--- config.mk ---
export PLATFORM = sky130hd
export DESIGN_NAME = axil_wr_master
export DESIGN_NICKNAME = d
export VERILOG_FILES = /design/src/rtl/axil_pkg.sv /design/src/rtl/sat_counter.sv /design/src/rtl/axil_wr_master.sv
export SDC_FILE = /design/constraint.sdc
export NUM_CORES = 1
export LEC_CHECK = 0
export CAP_MARGIN = 10
export CORE_UTILIZATION = 43
export DETAILED_ROUTE_END_ITERATION = 8
export PLACE_DENSITY = 0.95
export SLEW_MARGIN = 10
export SYNTH_ARGS = -nofsm -noshare
export SYNTH_HDL_FRONTEND = slang
export SYNTH_SLANG_ARGS = --single-unit
--- constraint.sdc ---
create_clock -name clk -period 4 [get_ports clk]
set_input_delay 0.4 -clock clk [delete_from_list [all_inputs] [get_ports clk]]
set_output_delay 0.4 -clock clk [all_outputs]
set_load 0.03 [all_outputs]
--- src/rtl/axil_pkg.sv ---
`default_nettype none
// ============================================================================
// Module  : axil_pkg
// Purpose : Shared AXI4-Lite types and constants for the write and read masters.
// Rev     : 1.0
// ============================================================================
package axil_pkg;

  typedef enum logic [1:0] {
    OKAY   = 2'b00,
    EXOKAY = 2'b01,
    SLVERR = 2'b10,
    DECERR = 2'b11
  } resp_e;

  localparam logic [2:0] AXIL_PROT_DEFAULT = 3'b000;

  function automatic logic resp_is_err(input logic [1:0] resp);
    return resp != OKAY;
  endfunction

endpackage
`default_nettype wire

--- src/rtl/sat_counter.sv ---
`default_nettype none
// ============================================================================
// Module  : sat_counter
// Purpose : Up-counter that sticks at all-ones; an increment beats a clear.
// Rev     : 1.0
// ============================================================================
module sat_counter #(
  parameter int WIDTH = 8
) (
  input  logic             clk,
  input  logic             rst,
  input  logic             inc_i,
  input  logic             clr_i,
  output logic [WIDTH-1:0] cnt_o
);
  import axil_pkg::*;

  logic [WIDTH-1:0] cnt_q;
  logic [WIDTH-1:0] cnt_d;

  always_comb begin
    cnt_d = cnt_q;
    if (clr_i) begin
      cnt_d = inc_i ? WIDTH'(1) : '0;
    end else if (inc_i && (cnt_q != '1)) begin
      cnt_d = cnt_q + WIDTH'(1);
    end
  end

  always_ff @(posedge clk or posedge rst) begin
    if (rst) begin
      cnt_q <= '0;
    end else begin
      cnt_q <= cnt_d;
    end
  end

  assign cnt_o = cnt_q;

endmodule
`default_nettype wire

--- src/rtl/axil_wr_master.sv ---
`default_nettype none
// ============================================================================
// Module  : axil_wr_master
// Purpose : Turns an addr/data valid-ready stream into AXI4-Lite AW/W/B traffic.
// Rev     : 1.0
// ============================================================================
module axil_wr_master
  import axil_pkg::*;
#(
  parameter int ADDR_WIDTH      = 32,
  parameter int DATA_WIDTH      = 32,
  parameter int MAX_OUTSTANDING = 4,
  parameter int ERR_CNT_WIDTH   = 8
) (
  input  logic                                   clk,
  input  logic                                   rst,
  input  logic                                   s_valid_i,
  output logic                                   s_ready_o,
  input  logic [ADDR_WIDTH-1:0]                  s_addr_i,
  input  logic [DATA_WIDTH-1:0]                  s_data_i,
  output logic                                   m_awvalid_o,
  input  logic                                   m_awready_i,
  output logic [ADDR_WIDTH-1:0]                  m_awaddr_o,
  output logic [2:0]                             m_awprot_o,
  output logic                                   m_wvalid_o,
  input  logic                                   m_wready_i,
  output logic [DATA_WIDTH-1:0]                  m_wdata_o,
  output logic [DATA_WIDTH/8-1:0]                m_wstrb_o,
  input  logic                                   m_bvalid_i,
  output logic                                   m_bready_o,
  input  logic [1:0]                             m_bresp_i,
  input  logic                                   err_clr_i,
  output logic                                   err_o,
  output logic [ERR_CNT_WIDTH-1:0]               err_cnt_o,
  output logic [$clog2(MAX_OUTSTANDING+1)-1:0]   out_cnt_o,
  output logic                                   idle_o
);

  localparam int               CNT_W   = $clog2(MAX_OUTSTANDING + 1);
  localparam logic [CNT_W-1:0] CNT_MAX = CNT_W'(MAX_OUTSTANDING);

  logic                  awvalid_q, awvalid_d;
  logic                  wvalid_q,  wvalid_d;
  logic [ADDR_WIDTH-1:0] awaddr_q,  awaddr_d;
  logic [DATA_WIDTH-1:0] wdata_q,   wdata_d;
  logic [CNT_W-1:0]      out_cnt_q, out_cnt_d;
  logic                  err_q,     err_d;

  logic s_hs;
  logic aw_hs;
  logic w_hs;
  logic b_hs;
  logic b_err;

  // Ready looks only at the downstream readies and the credit count, never s_valid_i.
  assign s_ready_o = (!awvalid_q || m_awready_i) && (!wvalid_q || m_wready_i) &&
                     (out_cnt_q != CNT_MAX);
  assign s_hs      = s_valid_i && s_ready_o;
  assign aw_hs     = awvalid_q && m_awready_i;
  assign w_hs      = wvalid_q && m_wready_i;
  assign b_hs      = m_bvalid_i && m_bready_o;
  assign b_err     = b_hs && resp_is_err(m_bresp_i);

  always_comb begin
    awvalid_d = awvalid_q;
    wvalid_d  = wvalid_q;
    awaddr_d  = awaddr_q;
    wdata_d   = wdata_q;
    out_cnt_d = out_cnt_q;
    err_d     = err_q;

    if (aw_hs) awvalid_d = 1'b0;
    if (w_hs)  wvalid_d  = 1'b0;
    if (s_hs) begin
      awvalid_d = 1'b1;
      wvalid_d  = 1'b1;
      awaddr_d  = s_addr_i;
      wdata_d   = s_data_i;
    end

    if (s_hs && !b_hs) begin
      out_cnt_d = out_cnt_q + CNT_W'(1);
    end else if (b_hs && !s_hs) begin
      out_cnt_d = out_cnt_q - CNT_W'(1);
    end

    if (b_err) begin
      err_d = 1'b1;
    end else if (err_clr_i) begin
      err_d = 1'b0;
    end
  end

  always_ff @(posedge clk or posedge rst) begin
    if (rst) begin
      awvalid_q <= 1'b0;
      wvalid_q  <= 1'b0;
      awaddr_q  <= '0;
      wdata_q   <= '0;
      out_cnt_q <= '0;
      err_q     <= 1'b0;
    end else begin
      awvalid_q <= awvalid_d;
      wvalid_q  <= wvalid_d;
      awaddr_q  <= awaddr_d;
      wdata_q   <= wdata_d;
      out_cnt_q <= out_cnt_d;
      err_q     <= err_d;
    end
  end

  sat_counter #(
    .WIDTH (ERR_CNT_WIDTH)
  ) u_err_cnt (
    .clk   (clk),
    .rst   (rst),
    .inc_i (b_err),
    .clr_i (err_clr_i),
    .cnt_o (err_cnt_o)
  );

  assign m_awvalid_o = awvalid_q;
  assign m_awaddr_o  = awaddr_q;
  assign m_awprot_o  = AXIL_PROT_DEFAULT;
  assign m_wvalid_o  = wvalid_q;
  assign m_wdata_o   = wdata_q;
  assign m_wstrb_o   = '1;
  assign m_bready_o  = (out_cnt_q != '0);
  assign err_o       = err_q;
  assign out_cnt_o   = out_cnt_q;
  assign idle_o      = (out_cnt_q == '0) && !awvalid_q && !wvalid_q;

endmodule
`default_nettype wire

==> metrics.cfg, run 1 <==
[sta]
final.setup.tns_ps=0
hold_viol_final=0
final_max_slew_viol_count=0
timing.fmax_mhz=403.5
fin_crit_ps=2479
finalSetupViolations=0
skew_ps=8.273
rsz0062_at_grt=false
relSlewSlack_pct=35.65
worst_pin_slew_ps=964.2
min_period_over_period_pct=61.97

[floorplanning]
initial_core_util_pct=44.64
die_area_mm2=0.007882
fp.dieH_um=88.78
die_x_um=88.78
fp.coreArea_mm2=0.007253
fp-row-count=31
io_pins=161

[run_status]
status=finished, final reports clean

[final_layout]
syn2layout_area_growth_pct=55.53
layout_commonest_cell=clkdlybuf4s50_1
final_cells=484
layout_common_cells=clkdlybuf4s50_1, dfrtp_1, mux2_2
nets=457
num_antenna_cells=0
layout-drive-gt1-share_pct=15.84

[clocking]
cts_max_path_buffers=2
cts_tree=built
insertion_delay_ps=340
clk_pin_slew_ps=80
cts_max_level=3
post_cts_buffers=0
holdBufCountCts=0
cts_buffers=9
cts_root_buf=clkbuf_8
clock_sinks=78
cts_resized=0

[critical_path]
critical_path.top_delay_family=buffers and inverters
cp.depth=3
required_ps=3600
cpMaxStageDelayCell=clkdlybuf4s50_1
critPathBufInv=1
worstSetupStartpoint=out_cnt_o[0]
crit_path_cell_trace=or3_1, nor3_1, clkdlybuf4s50_1
r2r_slack_ps=1700
timing.rr.start=out_cnt_o[0]
crit_arrival_ps=2080
reg2reg_depth=5
start_kind=register
cpPeakStageDelay_ps=700
worst_r2r_endpoint=m_wdata_o[25]
worstPathMaxFanout=6
critPathKind=register to output pin
crit_path_end=idle_o
end_kind=output pin

[placed_design]
io_buffers=153
place_inst=469
gp_congestion=0.8255
hpwl_um=5475

[global_route]
antenna_found_initial=0
grt-ovfl-total=0
grt_usage_pct=18.84
grt_max_degree=67
first_global_vias=2344
grt_pass1_wl_um=11140

[logic_synthesis]
synth_edf_count=0
synth_seq_area_share_pct=60.28
synth_cell_type_count=35
synth_cells=226
synth_area_per_cell_um2=14.33
synth_ff_type=dfrtp_1
async_reset_ff_share_pct=100.0
ys.warnings.count=0
synth.cell_area_mm2=0.003238
ys_ff_latch=78

[power_and_ir_drop]
power_density_mw_per_mm2=839.2
leakage_nw=2.091
max-vdd-ir-drop_uv=531.7

[routing]
dr_total_vias=2334
drtIter0Drc=45
detail_route.first_pass.iterations=4
drc=0
wl_um=7256
antenna_left=0
via_per_inst=4.822
routedWlPerCell_um=14.99

[flow_run]
maxCapViolCount=0

[worst_hold_path]
min_path_type=register to register

synthesized netlist by cell type, types with 2 or more instances:
| library cell | number | share of area, % |
|---|---|---|
| nand2_1 | 4 | 0.46 |
| nor3_1 | 7 | 1.1 |
| clkbuf_1 | 2 | 0.23 |
| conb_1 | 2 | 0.23 |
| nor2_1 | 6 | 0.70 |
| ha_1 | 2 | 0.77 |
| mux2_1 | 27 | 9.4 |
| o21ai_0 | 4 | 0.62 |
| a21oi_1 | 2 | 0.31 |
| dfrtp_1 | 78 | 60 |
| nand3_1 | 3 | 0.46 |
| mux2_2 | 39 | 14 |
| nor2b_1 | 3 | 0.58 |
| a31oi_1 | 2 | 0.39 |
| inv_1 | 8 | 0.93 |
| and4_1 | 3 | 0.81 |
| a211oi_1 | 3 | 0.70 |
| buf_4 | 10 | 2.3 |
| xor2_1 | 2 | 0.54 |
| buf_6 | 4 | 1.4 |
cell families after synthesis:
group / synth area share (%)
flip-flops: 60.28
multiplexers: 23.26
AND/OR/NAND/NOR: 5.371
buffers and inverters: 4.869
AO/OA/AOI/OAI: 3.787
adder cells (fa/ha/maj): 1.391
XOR/XNOR: 0.8116
other: 0.2319
report_power, final:
group / internal [mW] / total, mW / switching (mW) / leakage [nW]
registers: 1.15 / 1.37 / 0.215 / 0.932
logic: 1.01 / 2.18 / 1.17 / 1.04
clock network: 0.411 / 0.678 / 0.268 / 0.115
worst register-to-register path: stages, from the launching register on:
cell	delay (ps)
dfrtp_1	460
or3b_1	400
o221a_2	150
nand2_2	80
buf_4	630
mux2_2	470
how the worst min path moves through the flow:
stage | startpoint | endpoint | slack, ps | cells past startpoint
4_1_cts | m_wdata_o[1] | m_wdata_o[1] | 500 | 1
3_5_place_dp | m_wdata_o[8] | m_wdata_o[8] | 480 | 1
2_1_floorplan | m_awready_i | m_awvalid_o | 500 | 1
6_report | m_wdata_o[8] | m_wdata_o[8] | 490 | 1
5_1_grt | m_awaddr_o[30] | m_awaddr_o[30] | 510 | 1
3_3_place_gp | m_wdata_o[1] | m_wdata_o[1] | 470 | 1
sequential cells by signal, indices dropped and copies added (netlist names):
register         cells
m_wvalid_o           1
err_o                1
m_awvalid_o          1
out_cnt_o            3
m_awaddr_o          32
m_wdata_o           32
u_err_cnt.cnt_o      8
layer usage:
| layer | part of all wire, % | vias up | track usage, % |
|---|---|---|---|
| met5 | 0 | - | 0 |
| met4 | 1.4 | 0 | 7.038 |
| met3 | 7.9 | 8 | 5.877 |
| met2 | 50 | 108 | 32.73 |
| li1 | - | 1086 | - |
| met1 | 41 | 1132 | 21.86 |
cell type report:
| type | instances | area, um2 |
|---|---|---|
| Tap cell | 99 | 123.9 |
| Multi-Input combinational cell | 129 | 1147 |
| Inverter | 8 | 31.28 |
| Clock buffer | 9 | 123.9 |
| Clock inverter | 6 | 111.4 |
| Timing Repair Buffer | 155 | 1546 |
| Fill cell | 516 | 2217 |
| Sequential cell | 78 | 1952 |
through the flow:
step                hold WS (ps)  setup slack (ps)  utilization [%]  power [mW]  cell area (um2)
floorplan                  496.4              1369                -       2.645             3257
global placement           472.7              1629            66.19       3.513             4801
detailed placement         480.0              1562            66.19       3.588             4801
CTS                        497.5              1480            69.43       4.275             5036
global route               508.9              1457            69.43       4.442             5036
finish                     492.4              1521            69.43       4.226             5036
Note: power is estimated with default switching activity, not from simulation.
==> inputs of run 2 (changes only) <==
--- a/config.mk
+++ b/config.mk
@@ -6,9 +6,9 @@
 export NUM_CORES = 1
 export LEC_CHECK = 0
 export CAP_MARGIN = 10
-export CORE_UTILIZATION = 43
+export CORE_UTILIZATION = 40
 export DETAILED_ROUTE_END_ITERATION = 8
-export PLACE_DENSITY = 0.95
+export PLACE_DENSITY = 0.9
 export SLEW_MARGIN = 10
 export SYNTH_ARGS = -nofsm -noshare
 export SYNTH_HDL_FRONTEND = slang
==> constraint.sdc (replaced) <==
create_clock -name clk -period 2.3 [get_ports clk]
set_input_delay 0.23 -clock clk [delete_from_list [all_inputs] [get_ports clk]]
set_output_delay 0.23 -clock clk [all_outputs]
set_load 0.03 [all_outputs]
==> metrics.cfg, run 2 (same netlist as run 1, synthesis figures left out) <==
[worst_hold_path]
min_path_type=primary input to asynchronous set/reset pin

[final_layout]
nFillCells=621
nets=457
layout_commonest_cell=clkdlybuf4s50_1
num_antenna_cells=0
layout_common_cells=clkdlybuf4s50_1, dfrtp_1, mux2_2
utilization_pct=65.50
layout-drive-gt1-share_pct=17.40
syn2layout_area_growth_pct=57.11
final_cells=487
finish.instance_area_mm2=0.005087

[power_and_ir_drop]
internal_power_mw=4.444
p_sw_share_pct=39.69
total_power_mw=7.369
max-vdd-ir-drop_uv=740.8
p_clk_share_pct=15.2
power_frac_seq_pct=32.0
power_density_mw_per_mm2=1448
switching_power_mw=2.925
combPwrFrac_pct=52.8
leakage_nw=2.120

[placed_design]
place_inst=472
hpwl_um=5574
post_dp_cell_area_mm2=0.004866
preCtsSetupSlack_ps=95.42
gp_congestion=0.8583
io_buffers=153

[clocking]
cts_tree=built
clock_sinks=78
holdBufCountCts=0
cts_max_level=3
cts_root_buf=clkbuf_8
cts_max_path_buffers=2
cts_buffers=9
clk_pin_slew_ps=80
insertion_delay_ps=330

[global_route]
grt_pass1_wl_um=12030
antenna_found_initial=0
grt_usage_pct=18.48
grt_max_degree=67
first_global_vias=2420
grt-ovfl-total=0

[sta]
fin_crit_ps=2174
timing.fmax_mhz=460.0
whs_ps=276.3
hold_viol_final=0
min_period_over_period_pct=94.52
worst_pin_slew_ps=638.2
rsz0062_at_grt=false
final_max_slew_viol_count=0
final.setup.tns_ps=0
fin_ws_ps=126.1
skew_ps=8.795
relSlewSlack_pct=57.12
finalSetupViolations=0

[routing]
drtIter0Drc=38
routedWlPerCell_um=15.26
wl_um=7433
drc=0
dr_total_vias=2363
detail_route.first_pass.iterations=4
via_per_inst=4.852
antenna_left=0

[floorplanning]
die_area_mm2=0.008459
fp-row-count=32
io_pins=161
fp.dieH_um=91.98
die_x_um=91.98
initial_core_util_pct=41.69
fp.coreArea_mm2=0.007767

[critical_path]
critPathKind=register to output pin
r2r_slack_ps=200
reg2reg_depth=8
start_kind=register
crit_path_cell_trace=or3b_1, o221a_4, clkdlybuf4s50_1
worstSetupStartpoint=out_cnt_o[1]
worst_r2r_endpoint=out_cnt_o[1]
required_ps=2070
timing.rr.start=out_cnt_o[1]
worstPathMaxFanout=6
cpPeakStageDelay_ps=620
crit_arrival_ps=1940
cpMaxStageDelayCell=clkdlybuf4s50_1
critPathBufInv=1
critical_path.top_delay_family=buffers and inverters
end_kind=output pin

[run_status]
status=finished, final reports clean

[flow_run]
maxCapViolCount=0

run 2: changes by cell type in the layout (fill, tap and decap cells not counted), sizes merged:
cell / before / now
clkinv: 3 / 2
inv: 7 / 8
bufinv: 3 / 2
clkbuf: 9 / 10
dlymetal6s2s: 0 / 1
clkdlybuf4s50: 153 / 152
run 2: power groups by stage:
stage          registers (mW)  logic (mW)  clock network, mW
6_report                 2.36        3.89               1.12
5_1_grt                  2.45        4.08               1.23
4_1_cts                  2.37        3.94               1.17
3_5_place_dp             2.40        3.92                  0
3_3_place_gp             2.35        3.85                  0
2_1_floorplan            3.64        1.02                  0
run 2: what timing repair did:
action	CTS	global route
endpoints found under the setup margin	0	1
gates resized for setup	0	1
setup buffers	0	0
run 2: cell type report:
type / instances / area, um2 / area share (%)
clock buffers: 10 / 137.6 / 2.705
flip-flops and latches: 78 / 1956 / 38.44
clock inverters: 5 / 81.33 / 1.599
multi-input cells: 129 / 1177 / 23.14
repair buffers: 155 / 1574 / 30.94
well taps: 102 / 127.6 / 2.509
inverters: 8 / 33.78 / 0.6640
run 2: layer usage:
| layer | wire [um] | GRT usage, % |
|---|---|---|
| met2 | 3972 | 34.45 |
| met4 | 69 | 5.469 |
| met3 | 482 | 4.478 |
| met1 | 2909 | 20.69 |
| met5 | 0 | 0 |
run 2: how the worst max path moves through the flow:
stage	to	slack, ps	cells after the start
global route	s_ready_o	60	3
CTS	idle_o	20	3
detailed placement	out_cnt_o[2]	100	10
finish	s_ready_o	130	3
floorplan	out_cnt_o[1]	-120	10
global placement	out_cnt_o[2]	180	10
==> inputs of run 3 (changes only) <==
--- a/config.mk
+++ b/config.mk
@@ -6,9 +6,11 @@
 export NUM_CORES = 1
 export LEC_CHECK = 0
 export CAP_MARGIN = 10
+export CORE_MARGIN = 4
 export CORE_UTILIZATION = 40
 export DETAILED_ROUTE_END_ITERATION = 8
 export PLACE_DENSITY = 0.9
+export RECOVER_POWER = 50
 export SLEW_MARGIN = 10
 export SYNTH_ARGS = -nofsm -noshare
 export SYNTH_HDL_FRONTEND = slang
==> metrics.cfg, run 3 (same netlist as run 1, synthesis figures left out) <==
[final_layout]
syn2layout_area_growth_pct=57.15
final_cells=488
nFillCells=625
layout-drive-gt1-share_pct=17.36
num_antenna_cells=0
finish.instance_area_mm2=0.005089
layout_common_cells=clkdlybuf4s50_1, dfrtp_1, mux2_2, dlygate4sd3_1, mux2_1
layout_commonest_cell=clkdlybuf4s50_1
nets=458

[sta]
timing.fmax_mhz=457.2
final_max_slew_viol_count=0
final.setup.tns_ps=0
min_period_over_period_pct=95.09
rsz0062_at_grt=false
fin_ws_ps=112.8
skew_ps=13.15
whs_ps=475.6
fin_crit_ps=2187
finalSetupViolations=0
hold_viol_final=0
relSlewSlack_pct=30.86
worst_pin_slew_ps=1037

[global_route]
met1_usage_pct=20.89
first_global_vias=2576
antenna_found_initial=0
grt_usage_pct=17.85
use_met2_pct=31.83
busiest_layer=met2
grt_max_degree=67
grt_pass1_wl_um=13740
grt-ovfl-total=0
use_met3_pct=4.786

[critical_path]
end_kind=output pin
cpPeakStageDelay_ps=610
required_ps=2070
critPathKind=register to output pin
start_kind=register
crit_arrival_ps=1960
crit_path_cell_trace=or3b_1, o221a_4, clkdlybuf4s50_1
worstPathMaxFanout=6
reg2reg_depth=7
cpMaxStageDelayCell=clkdlybuf4s50_1

[routing]
detail_route.first_pass.iterations=4
dr_total_vias=2351
drc=0
wl_um=8117
via_per_inst=4.818
routedWlPerCell_um=16.63
antenna_left=0
drtIter0Drc=38

[flow_run]
maxCapViolCount=0

[placed_design]
io_buffers=153
preCtsSetupSlack_ps=124.2
gp_congestion=0.8209
place_inst=473
post_dp_cell_area_mm2=0.004873
hpwl_um=6216

[clocking]
clock_sinks=78
insertion_delay_ps=340
holdBufCountCts=0
cts_max_level=3
clk_pin_slew_ps=80
cts_max_path_buffers=2
cts_buffers=9
cts_tree=built
cts_root_buf=clkbuf_8

[power_and_ir_drop]
max-vdd-ir-drop_uv=832.5
leakage_nw=2.123
power_density_mw_per_mm2=1441

[floorplanning]
fp.dieH_um=97.98
die_x_um=97.98
io_pins=161
die_area_mm2=0.009599
fp-row-count=32
fp.coreArea_mm2=0.007807
initial_core_util_pct=41.47

[worst_hold_path]
min_path_type=primary input to register
hold_depth=2

[run_status]
status=finished, final reports clean

## run 3: worst paths after layout
| path | startpoint | to | slack (ps) |
|---|---|---|---|
| min | s_data_i[11] | m_wdata_o[11] | 480 |
| min in group asynchronous | rst | m_awaddr_o[10] | 640 |
| max | out_cnt_o[0] | s_ready_o | 110 |
| max reg2reg | out_cnt_o[0] | out_cnt_o[2] | 190 |
| max in group asynchronous | rst | m_awaddr_o[30] | 940 |
| min reg2reg | m_wdata_o[1] | m_wdata_o[1] | 490 |
## run 3: stage by stage
stage	total power [mW]	utilization [%]
3_3_place_gp	6.219	62.42
3_5_place_dp	6.354	62.42
5_1_grt	7.732	65.18
6_report	7.333	65.18
2_1_floorplan	4.657	-
4_1_cts	7.578	65.42
## run 3: final cells by class
type / count / area [um2] / area share [%]
Multi-Input combinational cell: 129 / 1177 / 23.14
Clock buffer: 9 / 123.9 / 2.434
Inverter: 8 / 33.78 / 0.6639
Clock inverter: 6 / 111.4 / 2.188
Sequential cell: 78 / 1954 / 38.41
Tap cell: 102 / 127.6 / 2.508
Timing Repair Buffer: 156 / 1560 / 30.66
## run 3: per-layer routing
layer | vias to the layer above | share of wire [%] | wire (um)
li1 | 1097 | - | -
met1 | 1139 | 39 | 3205
met2 | 102 | 52 | 4238
met3 | 13 | 6.8 | 551
met4 | 0 | 1.5 | 123
met5 | - | 0 | 0
## run 3: critical path, delay by kind of cell, from the launching register on
kind / cells / cell delay [ps]
buffers and inverters: 1 / 610
flip-flops: 1 / 470
AND/OR/NAND/NOR: 1 / 390
AO/OA/AOI/OAI: 1 / 140
## run 3: what timing repair did
item | 4_1_cts | 5_1_grt
setup endpoints to repair | 1 | 0
gates resized for setup | 1 | 0
buffers inserted | 0 | 0
## run 3: report_power, final
group / leakage [nW] / internal, mW / switching (mW) / total, mW
combinational: 1.08 / 1.67 / 2.10 / 3.77
clock: 0.115 / 0.715 / 0.497 / 1.21
sequential: 0.929 / 2.01 / 0.344 / 2.35
==> RTL edit, RTL diff (settings of run 3) <==
The parameter `DATA_WIDTH` goes from 32 to 16.
--- a/src/rtl/axil_wr_master.sv
+++ b/src/rtl/axil_wr_master.sv
@@ -10,3 +10,3 @@
   parameter int ADDR_WIDTH      = 32,
-  parameter int DATA_WIDTH      = 32,
+  parameter int DATA_WIDTH      = 16,
   parameter int MAX_OUTSTANDING = 4,
Interface: changed (resized m_wdata_o, m_wstrb_o and s_data_i); port bits go from 161 to 127. No check against the original RTL was run, so the function may have changed too.
==> RTL edit against run 3 <==
Sequential cell count down 16. Sequential share of layout area fell by 0.58 points. Area after synthesis decreased by 19%. Maximum frequency grew 1.1%. Core utilization fell by 0.43 points. Power fell by 21%. Via count fell by 16%. Cell area down 19%. Non-clock buffer count fell by 32. Sequential power shrank 20%. Setup slack improved by 24 ps. Wire length decreased by 20%.
==> RTL edit: results (changes against run 3) <==
[outcome]
status = complete, no violations  ; unchanged

[logic_synthesis]
synth_cell_types = 39  ; was 35
ys_seq_area_share_pct = 59.44  ; was 60.28%
synthTopCellsByCount = 62 x dfrtp_1, 47 x mux2_1, 6 x inv_1  ; was 78 x dfrtp_1, 39 x mux2_2, 27 x mux2_1

[power]
p_comb_share_pct = 50.9  ; was 51.4%
ir_worst_vdd_uv = 920.2  ; was 832.5 uV
seq-power_uw = 1880  ; was 2350 uW
p_sw_share_pct = 40.59  ; was 40.08%

[final_layout]
multiInputGateArea_um2 = 979.7  ; was 1177 um^2
buffers = 124  ; was 156
syn_to_final_growth_pct = 57.53  ; was 57.15%
n_all_inverters = 6  ; was 8
seq_share_pct = 37.83  ; was 38.41%
nClkBuffers = 13  ; was 9
final_nets = 372  ; was 458
fillers = 492  ; was 625

[worst_setup_path]
reg2reg_to = out_cnt_o[1]$_DFFE_PP0P_  ; was out_cnt_o[2]$_DFFE_PP0P_

[sta]
min_period_ps = 2163  ; was 2187 ps
fin_skew_ps = 6.010  ; was 13.15 ps

[die]
rows = 29  ; was 32

[drt]
wirelength_mm = 6.473  ; was 8.117 mm
vias_per_cell = 5.028  ; was 4.818

[clock_tree]
worstSkewPairLatency_ps = 320  ; was 340 ps

[hold_path]
hp-class = reg -> reg  ; was in -> reg
min_delay_worst_endpoint = m_wdata_o[14]$_DFFE_PP0P_  ; was m_wdata_o[11]$_DFFE_PP0P_

[place]
port_buffers = 121  ; was 153

[global_route]
grt_max_degree = 51  ; was 67

## RTL edit: cell count changes after synthesis, moves of 2 or more
cell and delta:
mux2_2 -37, mux2_1 +20, dfrtp_1 -16, buf_4 -5
a211oi_1 -2, and4_1 -2, inv_1 -2, nor3_1 -2
## RTL edit: kinds of logic (layout without fill, tap and decap cells)
kind of cell	count (synthesis)	in the layout	synth area share [%]
other	2	5	0.2877
AOI/OAI and AO/OA	19	19	5.129
buffers and inverters	18	146	4.746
muxes	49	49	21.14
adders and majority gates	3	3	1.726
xor gates and xnor gates	3	3	1.007
and+or+nand+nor	30	30	6.520
DFF	62	62	59.44
## RTL edit: layer usage
layer | up-vias | GRT usage (%) | wire (um)
li1 | 909 | - | -
met1 | 971 | 19.80 | 2601
met2 | 94 | 28.07 | 3221
met3 | 7 | 4.469 | 575
met4 | 0 | 7.005 | 74
met5 | - | 0 | 0
## RTL edit: repair_timing
item                                    CTS  global route
hold endpoints to repair                  0             0
endpoints found under the setup margin    1             1
gates resized for setup                   1             1
hold buffers                              0             0
